===== src/rtl/knn_pkg.sv =====
// Shared decode constants, FSM state encoding and distance-mode type for the k-NN PCPI accelerator.
package knn_pkg;

  localparam logic [6:0] KNN_OPCODE = 7'b0001011;
  localparam logic [2:0] KNN_FUNCT3 = 3'b000;
  localparam logic [6:0] KNN_F7_L2  = 7'b0000001;
  localparam logic [6:0] KNN_F7_L1  = 7'b0000010;

  typedef enum logic [2:0] {
    ST_IDLE = 3'd0,
    ST_RD_A = 3'd1,
    ST_WT_A = 3'd2,
    ST_RD_B = 3'd3,
    ST_WT_B = 3'd4,
    ST_DONE = 3'd5,
    ST_HOLD = 3'd6
  } knn_state_e;

  typedef enum logic {
    DIST_L2 = 1'b0,
    DIST_L1 = 1'b1
  } dist_mode_e;

endpackage


===== src/rtl/knn_pcpi_accel_if.sv =====
// PCPI instruction port plus the private memory read port of the k-NN accelerator.
interface knn_pcpi_accel_if;

  logic        pcpi_valid;
  logic [31:0] pcpi_insn;
  logic [31:0] pcpi_rs1;
  logic [31:0] pcpi_rs2;
  logic        pcpi_wr;
  logic [31:0] pcpi_rd;
  logic        pcpi_wait;
  logic        pcpi_ready;

  logic        mem_valid;
  logic        mem_write;
  logic [31:0] mem_addr;
  logic [31:0] mem_wdata;
  logic        mem_ready;
  logic [31:0] mem_rdata;

  modport slave (
    input  pcpi_valid, pcpi_insn, pcpi_rs1, pcpi_rs2, mem_ready, mem_rdata,
    output pcpi_wr, pcpi_rd, pcpi_wait, pcpi_ready,
    output mem_valid, mem_write, mem_addr, mem_wdata
  );

  modport master (
    output pcpi_valid, pcpi_insn, pcpi_rs1, pcpi_rs2, mem_ready, mem_rdata,
    input  pcpi_wr, pcpi_rd, pcpi_wait, pcpi_ready,
    input  mem_valid, mem_write, mem_addr, mem_wdata
  );

endinterface


===== src/rtl/knn_dist_term.sv =====
// Per-pixel distance term: squared difference (L2) or absolute difference (L1) of two 8-bit pixels.
module knn_dist_term
  import knn_pkg::*;
(
  input  logic [7:0]  i_a,
  input  logic [7:0]  i_b,
  input  dist_mode_e  i_mode,
  output logic [16:0] o_term
);

  logic [8:0]  w_diff;
  logic [7:0]  w_abs;
  logic [15:0] w_sq;

  assign w_diff = {1'b0, i_a} - {1'b0, i_b};
  // |diff| never exceeds 255, so the magnitude fits in 8 bits
  assign w_abs  = w_diff[8] ? 8'(9'd0 - w_diff) : w_diff[7:0];
  assign w_sq   = {8'd0, w_abs} * {8'd0, w_abs};

  assign o_term = (i_mode == DIST_L1) ? {9'd0, w_abs} : {1'b0, w_sq};

endmodule


===== src/rtl/knn_pcpi_accel.sv =====
// k-NN distance PCPI coprocessor: reads two image records and returns their L2 (or L1) distance.
// Optional L1 mode is enabled by defining KNN_L1_DIST_EN.
module knn_pcpi_accel
  import knn_pkg::*;
#(
  parameter int N_PIXELS  = 3072,
  parameter int HDR_WORDS = 1
) (
  input  logic            clk,
  input  logic            resetn,
  knn_pcpi_accel_if.slave bus
);

  // state   | meaning
  // IDLE    | waiting for a matching instruction
  // RD_A    | issue read of pixel i of record A
  // WT_A    | wait for record A data
  // RD_B    | issue read of pixel i of record B
  // WT_B    | wait for record B data, accumulate term
  // DONE    | present result for one cycle
  // HOLD    | let the CPU drop pcpi_valid
  knn_state_e  r_state, w_next;
  logic [31:0] r_base_a, r_base_b, r_acc, r_idx, r_rd;
  logic [7:0]  r_pix_a;
  dist_mode_e  r_mode, w_mode;
  logic        w_match, w_accept, w_last, w_unused;
  logic [16:0] w_term;
  logic [31:0] w_acc_next, w_word_off;

  always_comb begin
    w_match = 1'b0;
    w_mode  = DIST_L2;
    if (bus.pcpi_insn[6:0] == KNN_OPCODE && bus.pcpi_insn[14:12] == KNN_FUNCT3) begin
      if (bus.pcpi_insn[31:25] == KNN_F7_L2) begin
        w_match = 1'b1;
      end
`ifdef KNN_L1_DIST_EN
      else if (bus.pcpi_insn[31:25] == KNN_F7_L1) begin
        w_match = 1'b1;
        w_mode  = DIST_L1;
      end
`endif
    end
  end

  assign w_accept   = bus.pcpi_valid && w_match;
  assign w_last     = (r_idx == 32'(N_PIXELS - 1));
  assign w_acc_next = r_acc + {15'd0, w_term};
  assign w_word_off = (32'(HDR_WORDS) + r_idx) << 2;
  assign w_unused   = ^{bus.pcpi_insn[24:15], bus.pcpi_insn[11:7], bus.mem_rdata[31:8]};

  knn_dist_term u_term (
    .i_a    (r_pix_a),
    .i_b    (bus.mem_rdata[7:0]),
    .i_mode (r_mode),
    .o_term (w_term)
  );

  always_comb begin
    w_next          = r_state;
    bus.pcpi_wait   = 1'b0;
    bus.pcpi_ready  = 1'b0;
    bus.pcpi_wr     = 1'b0;
    bus.mem_valid   = 1'b0;
    bus.mem_addr    = 32'd0;
    case (r_state)
      ST_IDLE: begin
        if (w_accept) begin
          bus.pcpi_wait = 1'b1;
          w_next        = ST_RD_A;
        end
      end
      ST_RD_A: begin
        bus.pcpi_wait = 1'b1;
        bus.mem_valid = 1'b1;
        bus.mem_addr  = r_base_a + w_word_off;
        w_next        = ST_WT_A;
      end
      ST_WT_A: begin
        bus.pcpi_wait = 1'b1;
        if (bus.mem_ready) w_next = ST_RD_B;
      end
      ST_RD_B: begin
        bus.pcpi_wait = 1'b1;
        bus.mem_valid = 1'b1;
        bus.mem_addr  = r_base_b + w_word_off;
        w_next        = ST_WT_B;
      end
      ST_WT_B: begin
        bus.pcpi_wait = 1'b1;
        if (bus.mem_ready) w_next = w_last ? ST_DONE : ST_RD_A;
      end
      ST_DONE: begin
        bus.pcpi_ready = 1'b1;
        bus.pcpi_wr    = 1'b1;
        w_next         = ST_HOLD;
      end
      ST_HOLD: begin
        bus.pcpi_wait = 1'b1;
        w_next        = ST_IDLE;
      end
      default: w_next = ST_IDLE;
    endcase
  end

  always_ff @(posedge clk) begin
    if (!resetn) begin
      r_state  <= ST_IDLE;
      r_base_a <= 32'd0;
      r_base_b <= 32'd0;
      r_acc    <= 32'd0;
      r_idx    <= 32'd0;
      r_rd     <= 32'd0;
      r_pix_a  <= 8'd0;
      r_mode   <= DIST_L2;
    end else begin
      r_state <= w_next;
      case (r_state)
        ST_IDLE: begin
          if (w_accept) begin
            r_base_a <= bus.pcpi_rs1;
            r_base_b <= bus.pcpi_rs2;
            r_acc    <= 32'd0;
            r_idx    <= 32'd0;
            r_mode   <= w_mode;
          end
        end
        ST_WT_A: if (bus.mem_ready) r_pix_a <= bus.mem_rdata[7:0];
        ST_WT_B: begin
          if (bus.mem_ready) begin
            r_acc <= w_acc_next;
            r_idx <= r_idx + 32'd1;
            // result register keeps the last distance between instructions
            if (w_last) r_rd <= w_acc_next;
          end
        end
        default: ;
      endcase
    end
  end

  assign bus.pcpi_rd   = r_rd;
  assign bus.mem_write = 1'b0;
  assign bus.mem_wdata = 32'd0;

endmodule


===== src/flat_wrapper.sv =====
// flat-port wrapper written by rule: the top's interface ports become plain ports
module knn_pcpi_accel_flat import knn_pkg::*;
#(
  parameter int N_PIXELS  = 3072,
  parameter int HDR_WORDS = 1
)
  (clk, resetn, bus_pcpi_valid, bus_pcpi_insn, bus_pcpi_rs1, bus_pcpi_rs2, bus_mem_ready, bus_mem_rdata, bus_pcpi_wr, bus_pcpi_rd, bus_pcpi_wait, bus_pcpi_ready, bus_mem_valid, bus_mem_write, bus_mem_addr, bus_mem_wdata);
  knn_pcpi_accel_if bus_i ();
  input  logic clk;
  input  logic resetn;
  input wire logic [$bits(bus_i.pcpi_valid)-1:0] bus_pcpi_valid;
  input wire logic [$bits(bus_i.pcpi_insn)-1:0] bus_pcpi_insn;
  input wire logic [$bits(bus_i.pcpi_rs1)-1:0] bus_pcpi_rs1;
  input wire logic [$bits(bus_i.pcpi_rs2)-1:0] bus_pcpi_rs2;
  input wire logic [$bits(bus_i.mem_ready)-1:0] bus_mem_ready;
  input wire logic [$bits(bus_i.mem_rdata)-1:0] bus_mem_rdata;
  output wire logic [$bits(bus_i.pcpi_wr)-1:0] bus_pcpi_wr;
  output wire logic [$bits(bus_i.pcpi_rd)-1:0] bus_pcpi_rd;
  output wire logic [$bits(bus_i.pcpi_wait)-1:0] bus_pcpi_wait;
  output wire logic [$bits(bus_i.pcpi_ready)-1:0] bus_pcpi_ready;
  output wire logic [$bits(bus_i.mem_valid)-1:0] bus_mem_valid;
  output wire logic [$bits(bus_i.mem_write)-1:0] bus_mem_write;
  output wire logic [$bits(bus_i.mem_addr)-1:0] bus_mem_addr;
  output wire logic [$bits(bus_i.mem_wdata)-1:0] bus_mem_wdata;
  assign bus_i.pcpi_valid = bus_pcpi_valid;
  assign bus_i.pcpi_insn = bus_pcpi_insn;
  assign bus_i.pcpi_rs1 = bus_pcpi_rs1;
  assign bus_i.pcpi_rs2 = bus_pcpi_rs2;
  assign bus_i.mem_ready = bus_mem_ready;
  assign bus_i.mem_rdata = bus_mem_rdata;
  assign bus_pcpi_wr = bus_i.pcpi_wr;
  assign bus_pcpi_rd = bus_i.pcpi_rd;
  assign bus_pcpi_wait = bus_i.pcpi_wait;
  assign bus_pcpi_ready = bus_i.pcpi_ready;
  assign bus_mem_valid = bus_i.mem_valid;
  assign bus_mem_write = bus_i.mem_write;
  assign bus_mem_addr = bus_i.mem_addr;
  assign bus_mem_wdata = bus_i.mem_wdata;
  knn_pcpi_accel #(.N_PIXELS(N_PIXELS), .HDR_WORDS(HDR_WORDS)) u_core (.clk(clk), .resetn(resetn), .bus(bus_i));
endmodule

===== config.mk =====
export PLATFORM = sky130hd
export DESIGN_NAME = knn_pcpi_accel_flat
export DESIGN_NICKNAME = d
export VERILOG_FILES = /design/src/rtl/knn_pkg.sv /design/src/rtl/knn_pcpi_accel_if.sv /design/src/rtl/knn_dist_term.sv /design/src/rtl/knn_pcpi_accel.sv /design/src/flat_wrapper.sv
export SDC_FILE = /design/constraint.sdc
export NUM_CORES = 1
export LEC_CHECK = 0
export CAP_MARGIN = 20
export CELL_PAD_IN_SITES_DETAIL_PLACEMENT = 1
export CELL_PAD_IN_SITES_GLOBAL_PLACEMENT = 1
export CORE_UTILIZATION = 43
export CTS_BUF_LIST = sky130_fd_sc_hd__clkbuf_4 sky130_fd_sc_hd__clkbuf_8
export DETAILED_ROUTE_END_ITERATION = 10
export PLACE_DENSITY_LB_ADDON = 0.05
export SLEW_MARGIN = 20
export SYNTH_ARGS = -nofsm -noshare
export SYNTH_HDL_FRONTEND = slang
export SYNTH_SLANG_ARGS = --single-unit

===== constraint.sdc =====
create_clock -name clk -period 23.7 [get_ports clk]
set_clock_uncertainty 0.05 [all_clocks]
set_input_delay 4.74 -clock clk [delete_from_list [all_inputs] [get_ports clk]]
set_output_delay 4.74 -clock clk [all_outputs]
set_load 0.05 [all_outputs]

==> results.md, run 1 <==
- Reg power frac: about 33%
- Nets: 1940
- DIE AREA: 29300 µm²
- Vias per cell: 5.37
- Syn avg cell area: 7.78 µm²
- Post-Route WL: 36100 µm
- Worst Max-Slew Pin Slew: 1.02 ns
- Die X: 171 µm
- Worst vdd ir: 0.0691 mV
- Crit path launch type: input port
- Worst Hold Path EP: u_core.bus.pcpi_rd[0]
- FF-to-FF setup slack: 15.94 ns
- Clock root cell: clkbuf_8
- Max Cap Viol: 0
- Period utilization: 51.3%
- # IOs: between 200 and 250
- Synth cell count leaders: nand2_1 (237), dfxtp_1 (171), a21oi_1 (158)
- RR Endpoint: u_core.bus.pcpi_rd[24]
- Mapped Cells: 1582
- # H-tree levels: 4
- ANT nets after route: 0
- WS Path Type: in -> reg
- Dpl ws: 11.05 ns
- Cell variety after synth: 73
- Max-Slew Margin vs Limit: between 30% and 40%
- Initial antenna violation count: 0
- Yosys warning count: 0
- Rows: 61
- Synth top area share: roughly 28%
- Crit. End Element: flop
- Worst hold start: u_core.bus.pcpi_rd[0]
- Predominant post-synthesis flop cell: dfxtp_1
- Hold Crit Class: reg -> reg
- Placed Area: roughly 14000 µm²
- Core Area: 28000 µm²
- Final Setup Violations: 0
- Clock latency at the later pin of the worst-skew pair: roughly 0.48 ns
- Routed via count: 11200
- Global Route Usage Sum: 25.2%
- Internal power: 0.516 mW
- DR DRC count: 0
- Net Switching: 0.363 mW
- Worst-path clk slew: 0.11 ns
- Post-DR wirelength/cell: 17.3 µm
- Sw frac: around two fifths
- Post-Syn Area: roughly 12000 µm²
- CP arrival: 12.46 ns
- Synth area leader: dfxtp_1
- Crit Path Max Fanout: 12
- Gr ovfl total: 0
- Pin count of the biggest net entering global routing: 103
- RSZ-0062 raised after global routing: no
- Clock buffers created by TritonCTS: 17
- Detailed Routing Iterations Pass 1: 5
- Fmax: roughly 82 MHz
- Slew Limit Fails: 0
- CTS-repair resized insts: 0
- Hold Path Depth: 2
- Post-CTS Setup Bufs: 0
- Share of cells above drive strength 1: 5.76%
- Pwr dens: 61.0 nW/µm²
- Number of global-route vias before repair: 11500
- GP Congestion: around 0.86
- Setup TNS: 0 ns
- Reg2reg path depth: 28
- Top-count cell post-synth: nand2_1
- Top post-synthesis cells by area: dfxtp_1 (28%), ha_1 (8.1%), nand2_1 (7.2%)
- First-pass GRT wire length: 58400 µm
- EDFF count, synth: 0
- DP Wirelength: 27200 µm
- DR iter-0 viols: just under 600
- Seq/Total Area, Yosys: 27.8%
- Static leakage: 5.70 nW
- Final worst setup slack: 11.55 ns
- Die Y: 171 µm
- Total power: 0.879 mW
- Ant. Diodes: 0
- Synthesis-to-layout area growth: 17.1%
- Number of hold violations in the final report: 0
- CP Data Required Time: 24.01 ns
- Outcome: completed
- Fin crit period: 12.15 ns
- FF+latch count, synth: roughly 170
- FFs w/ async S/R, synth: 0%
- Comb power frac: 43.2%
- Clock network power share: 24.0%
- Hold_buf cts: 0
- TritonCTS sink count: 171
- Initial Util: 43.9%
- CTS tree: built
- Max Root-Sink Buffers: 2
- I/O Buffers: 160
- Post-route cell area: 14400 µm²
- FF-to-FF Start: u_core.r_pix_a[0]
[cell usage in the layout, fill, tap and decap left out, types with 39 or more instances in the layout]
master,synthesis,routed
ha_1,80,80
dfxtp_1,171,171
nor2_1,147,147
inv_1,104,103
xor2_1,43,43
xnor2_1,50,50
nand3_1,39,39
a21oi_1,158,158
fa_1,39,39
clkdlybuf4s50_1,0,160
o21ai_0,70,70
nand2_1,237,237
[worst max-delay path, stage by stage]
cell and delay (ns):
clkdlybuf4s50_1 0.48, ha_1 0.17, inv_1 0.06, fa_1 0.40
a211oi_1 0.37, o21bai_1 0.13, a21oi_1 0.18, xor2_1 0.25
a31oi_1 0.13, xnor2_1 0.69, nor2_1 0.21, xor2_1 0.22
ha_1 0.20, a21o_1 0.17, fa_1 0.50, fa_1 0.56
inv_1 0.06, fa_1 0.52, inv_1 0.04, ha_1 0.38
a21o_1 0.17, nor3_1 0.05, o21ai_0 0.13, nand4_1 0.18
o21bai_1 0.75, and2_0 0.42, and4_1 0.25, nor3_1 0.05
[per-stage QoR]
step | hold WS (ns) | std cells | utilization (%)
2_1_floorplan | 0.382 | 1614 | -
3_3_place_gp | 0.389 | 2048 | 50.1
3_5_place_dp | 0.396 | 2048 | 50.1
4_1_cts | 0.409 | 2079 | 51.4
5_1_grt | 0.431 | 2079 | 51.5
6_report | 0.408 | 2079 | 51.5
[worst max-delay path by stage]
stage,start,endpoint,slack [ns],depth (start not counted)
2_1_floorplan,bus_pcpi_insn[4],bus_pcpi_wait,12.79,4
3_3_place_gp,bus_mem_rdata[0],u_core.bus.pcpi_rd[24],11.16,28
3_5_place_dp,bus_mem_rdata[0],u_core.bus.pcpi_rd[24],11.05,28
4_1_cts,bus_mem_rdata[0],u_core.bus.pcpi_rd[24],11.51,28
5_1_grt,bus_mem_rdata[0],u_core.bus.pcpi_rd[25],10.80,27
6_report,bus_mem_rdata[0],u_core.bus.pcpi_rd[24],11.55,28
[power groups by stage]
stage	clock network [mW]	registers, mW	logic (mW)
5_1_grt	0.227	0.289	0.428
3_3_place_gp	0	0.295	0.367
6_report	0.211	0.288	0.379
2_1_floorplan	0	0.295	0.284
4_1_cts	0.216	0.288	0.382
3_5_place_dp	0	0.295	0.377
[final cells by class]
| type | instances | area (µm²) |
|---|---|---|
| Timing Repair Buffer | 172 | 1700 |
| Sequential cell | 171 | 3420 |
| Clock buffer | 17 | 234 |
| Inverter | 104 | 393 |
| Multi-Input combinational cell | 1223 | 8050 |
| Fill cell | 3490 | 13600 |
| Clock inverter | 14 | 150 |
| Tap cell | 378 | 473 |
[flip-flops by register name, summed over array words and instances (netlist names)]
register and count:
u_core.r_state 3, u_core.r_base_a 32, u_core.r_acc 32, u_core.r_pix_a 8, u_core.r_idx 32, u_core.r_base_b 32
u_core.bus.pcpi_rd 32
[metal layers]
metal	routed length (µm)	global-route usage, %
met1	15900	30.4
met5	0	0
met4	588	6.17
met3	1120	3.22
met2	18400	46.8
[cell families (layout without fill, tap and decap cells)]
group / Yosys count / in the layout / synth area share (%)
AO/OA/AOI/OAI: 367 / 367 / 18.0
XOR/XNOR: 94 / 94 / 6.75
adder cells (fa/ha/maj): 119 / 119 / 14.5
buffers and inverters: 220 / 307 / 7.89
flip-flops: 171 / 171 / 27.8
multiplexers: 45 / 45 / 3.96
other: 1 / 33 / 0.0305
AND/OR/NAND/NOR: 565 / 565 / 21.1
(Power assumes the default switching activity.)
==> inputs of run 2 (changes only) <==
--- a/config.mk
+++ b/config.mk
@@ -8,7 +8,7 @@
 export CAP_MARGIN = 20
 export CELL_PAD_IN_SITES_DETAIL_PLACEMENT = 1
 export CELL_PAD_IN_SITES_GLOBAL_PLACEMENT = 1
-export CORE_UTILIZATION = 43
+export CORE_UTILIZATION = 36
 export CTS_BUF_LIST = sky130_fd_sc_hd__clkbuf_4 sky130_fd_sc_hd__clkbuf_8
 export DETAILED_ROUTE_END_ITERATION = 10
 export PLACE_DENSITY_LB_ADDON = 0.05
==> constraint.sdc (replaced) <==
create_clock -name clk -period 10.85 [get_ports clk]
set_clock_uncertainty 0.05 [all_clocks]
set_input_delay 2.17 -clock clk [delete_from_list [all_inputs] [get_ports clk]]
set_output_delay 2.17 -clock clk [all_outputs]
set_load 0.05 [all_outputs]
==> run 2 against run 1 <==
Effect of this change: utilization down 8.2 points; clock power up 130%; worst setup slack worse by 10 ns; sequential share of layout area down 0.23 points; cell count up 3.5%; non-clock buffer count up 3; via count down 1.0%; critical endpoint is now u_core.bus.pcpi_rd[31].
==> results.md, run 2 (synthesis results as in run 1) <==
- Outcome: completed
- Post-DR wirelength/cell: 16.8 µm (-3.1%)
- Nets: 1943 (+0.15%)
- CTS-repair resized insts: 0 (unchanged)
- Ant. Diodes: 0 (unchanged)
- Gr ovfl total: 0 (unchanged)
- Global Route Usage Sum: 21.0% (-4.2 points)
- RR Endpoint: u_core.bus.pcpi_rd[31]
- Synthesis-to-layout area growth: 18.2%
- Crit Path Max Fanout: 16 (+4)
- Crit path launch type: input port
- Clock latency at the later pin of the worst-skew pair: 0.51 ns (+0.03 ns)
- Number of global-route vias before repair: 11400 (-0.85%)
- Hold Crit Class: reg -> reg
- Post-Route WL: 36200 µm (+0.29%)
- # IOs: 233 (unchanged)
- GP Congestion: 0.845 (-1.3%)
- DIE AREA: 34900 µm² (+19%)
- Initial antenna violation count: 0 (unchanged)
- Final Setup Violations: 0 (unchanged)
- CTS tree: built
- Setup TNS: 0 ns (unchanged)
- Worst hold start: u_core.bus.pcpi_rd[1]
- FILL cells: 4089 (+17%)
- Fmax: 106 MHz
- Hold_buf cts: 0 (unchanged)
- Vias per cell: 5.13 (-4.4%)
- Share of cells above drive strength 1: 6.04% (+0.28 points)
- Die Y: 187 µm (+9.2%)
- Static leakage: 5.73 nW (+0.56%)
- DP Wirelength: 27100 µm (-0.37%)
- Max Cap Viol: 0 (unchanged)
- Core Area: 33600 µm² (+20%)
- Hold Path Depth: 2 (unchanged)
- Pwr dens: 135 nW/µm² (+120%)
- Total power: 1.96 mW (+120%)
- Pin count of the biggest net entering global routing: 102 (-0.97%)
- Area of the multi-input gates: 8050 µm² (about the same)
- First-pass GRT wire length: 59300 µm (+1.5%)
- Crit. End Element: flop
- I/O Buffers: 160 (unchanged)
- TritonCTS sink count: 171 (unchanged)
- CP Data Required Time: 11.20 ns (-12.81 ns)
- Max Root-Sink Buffers: 2 (unchanged)
- Detailed Routing Iterations Pass 1: 4 (-1)
- Hold Worst Slack: 0.408 ns (-0.000255 ns)
- Clock root cell: clkbuf_8
- Worst Hold Path EP: u_core.bus.pcpi_rd[1]
- Worst vdd ir: 0.115 mV (+66%)
- Initial Util: 36.6% (-7.3 points)
- Reg area: 3420 µm² (unchanged)
- FF-to-FF Start: u_core.r_pix_a[0]
- CP arrival: 9.81 ns (-2.65 ns)
- RSZ-0062 raised after global routing: no
- Number of hold violations in the final report: 0 (unchanged)
- # H-tree levels: 4 (unchanged)
- Slew Limit Fails: 0 (unchanged)
- Clock buffers created by TritonCTS: 17 (unchanged)
- Most frequent cells in the layout: nand2_1 (237), dfxtp_1 (171), clkdlybuf4s50_1 (160), a21oi_1 (158), nor2_1 (145)
- DR DRC count: 0 (unchanged)
- Rows: 67 (+9.8%)
- Fin crit period: 9.46 ns
- Reg2reg path depth: 27 (-3.6%)
- Die X: 187 µm (+9.2%)
- DR iter-0 viols: 456 (-23%)
- Worst Max-Slew Pin Slew: 1.06 ns (+0.0352 ns)
- Max-Slew Margin vs Limit: 28.9% (-2.9 points)
- Routed via count: 11000 (-1.0%)
- Post-CTS Setup Bufs: 0 (unchanged)
- Worst-path clk slew: 0.09 ns (-0.02 ns)
- WS Path Type: in -> reg
- Period utilization: 87.2%
- ANT nets after route: 0 (unchanged)
- FF-to-FF setup slack: 3.19 ns (-12.75 ns)
- Commonest non-fill, non-tap cell in the layout: nand2_1
run 2: cell count changes in the layout (fill, tap and decap cells not counted), moves of 2 or more:
cell	previous run	this run
clkinv_4	4	2
clkinv_8	2	0
clkinv_2	0	2
buf_4	11	14
nor2_2	0	2
bufinv_16	0	2
clkbuf_8	17	20
inv_8	5	1
nor2_1	147	145
run 2: cell type report:
| class | instances | area share [%] |
|---|---|---|
| Timing Repair Buffer | 175 | 11.8 |
| Clock inverter | 11 | 0.911 |
| Sequential cell | 171 | 23.5 |
| Clock buffer | 20 | 1.89 |
| Inverter | 104 | 2.70 |
| Multi-Input combinational cell | 1223 | 55.3 |
| Tap cell | 448 | 3.85 |
run 2: worst max-delay path by stage:
| stage | start | endpoint | depth (start not counted) |
|---|---|---|---|
| finish | bus_mem_rdata[0] | u_core.bus.pcpi_rd[31] | 27 |
| CTS | bus_mem_rdata[0] | u_core.bus.pcpi_rd[31] | 27 |
| global placement | bus_mem_rdata[0] | u_core.bus.pcpi_rd[31] | 27 |
| detailed placement | bus_mem_rdata[0] | u_core.bus.pcpi_rd[31] | 27 |
| floorplan | bus_mem_rdata[0] | u_core.bus.pcpi_rd[31] | 26 |
| global route | bus_mem_rdata[0] | u_core.bus.pcpi_rd[31] | 27 |
run 2: power breakdown:
group / total [mW] / switching [mW] / internal (mW)
Clock: 0.491 / 0.266 / 0.225
Combinational: 0.844 / 0.518 / 0.326
Sequential: 0.630 / 0.00148 / 0.628
run 2: per-stage QoR:
step	setup slack [ns]	cell area (µm²)	utilization, %	instances
final	1.39	14600	43.3	2152
after global routing	0.627	14600	43.3	2152
after CTS	1.34	14600	43.3	2152
after detailed placement	0.832	14100	42.1	2121
after global placement	0.907	14100	42.1	2121
after floorplan	2.55	12400	-	1614
run 2: critical path, stage by stage:
cell	delay (ns)
clkdlybuf4s50_1	0.49
ha_1	0.17
inv_1	0.05
fa_1	0.40
a211oi_1	0.36
o21ai_0	0.21
a31oi_1	0.42
nand2b_1	0.16
xnor2_2	0.50
nor2_1	0.16
fa_1	0.53
inv_1	0.05
fa_1	0.49
inv_1	0.04
ha_1	0.26
inv_1	0.05
fa_1	0.52
inv_1	0.04
ha_1	0.32
nor2b_1	0.15
o21ai_0	0.28
a21oi_1	0.17
o21ai_0	0.33
a21boi_1	0.19
o21ai_1	0.76
o21ai_0	0.21
a311oi_1	0.31
run 2: metal layers:
layer / routed length [µm] / up-vias / GRT usage (%) / share of wire [%]
li1: - / 5543 / - / -
met1: 16900 / 5336 / 26.5 / 47
met2: 17700 / 138 / 37.0 / 49
met3: 925 / 31 / 2.68 / 2.6
met4: 692 / 0 / 6.43 / 1.9
met5: 0 / - / 0 / 0
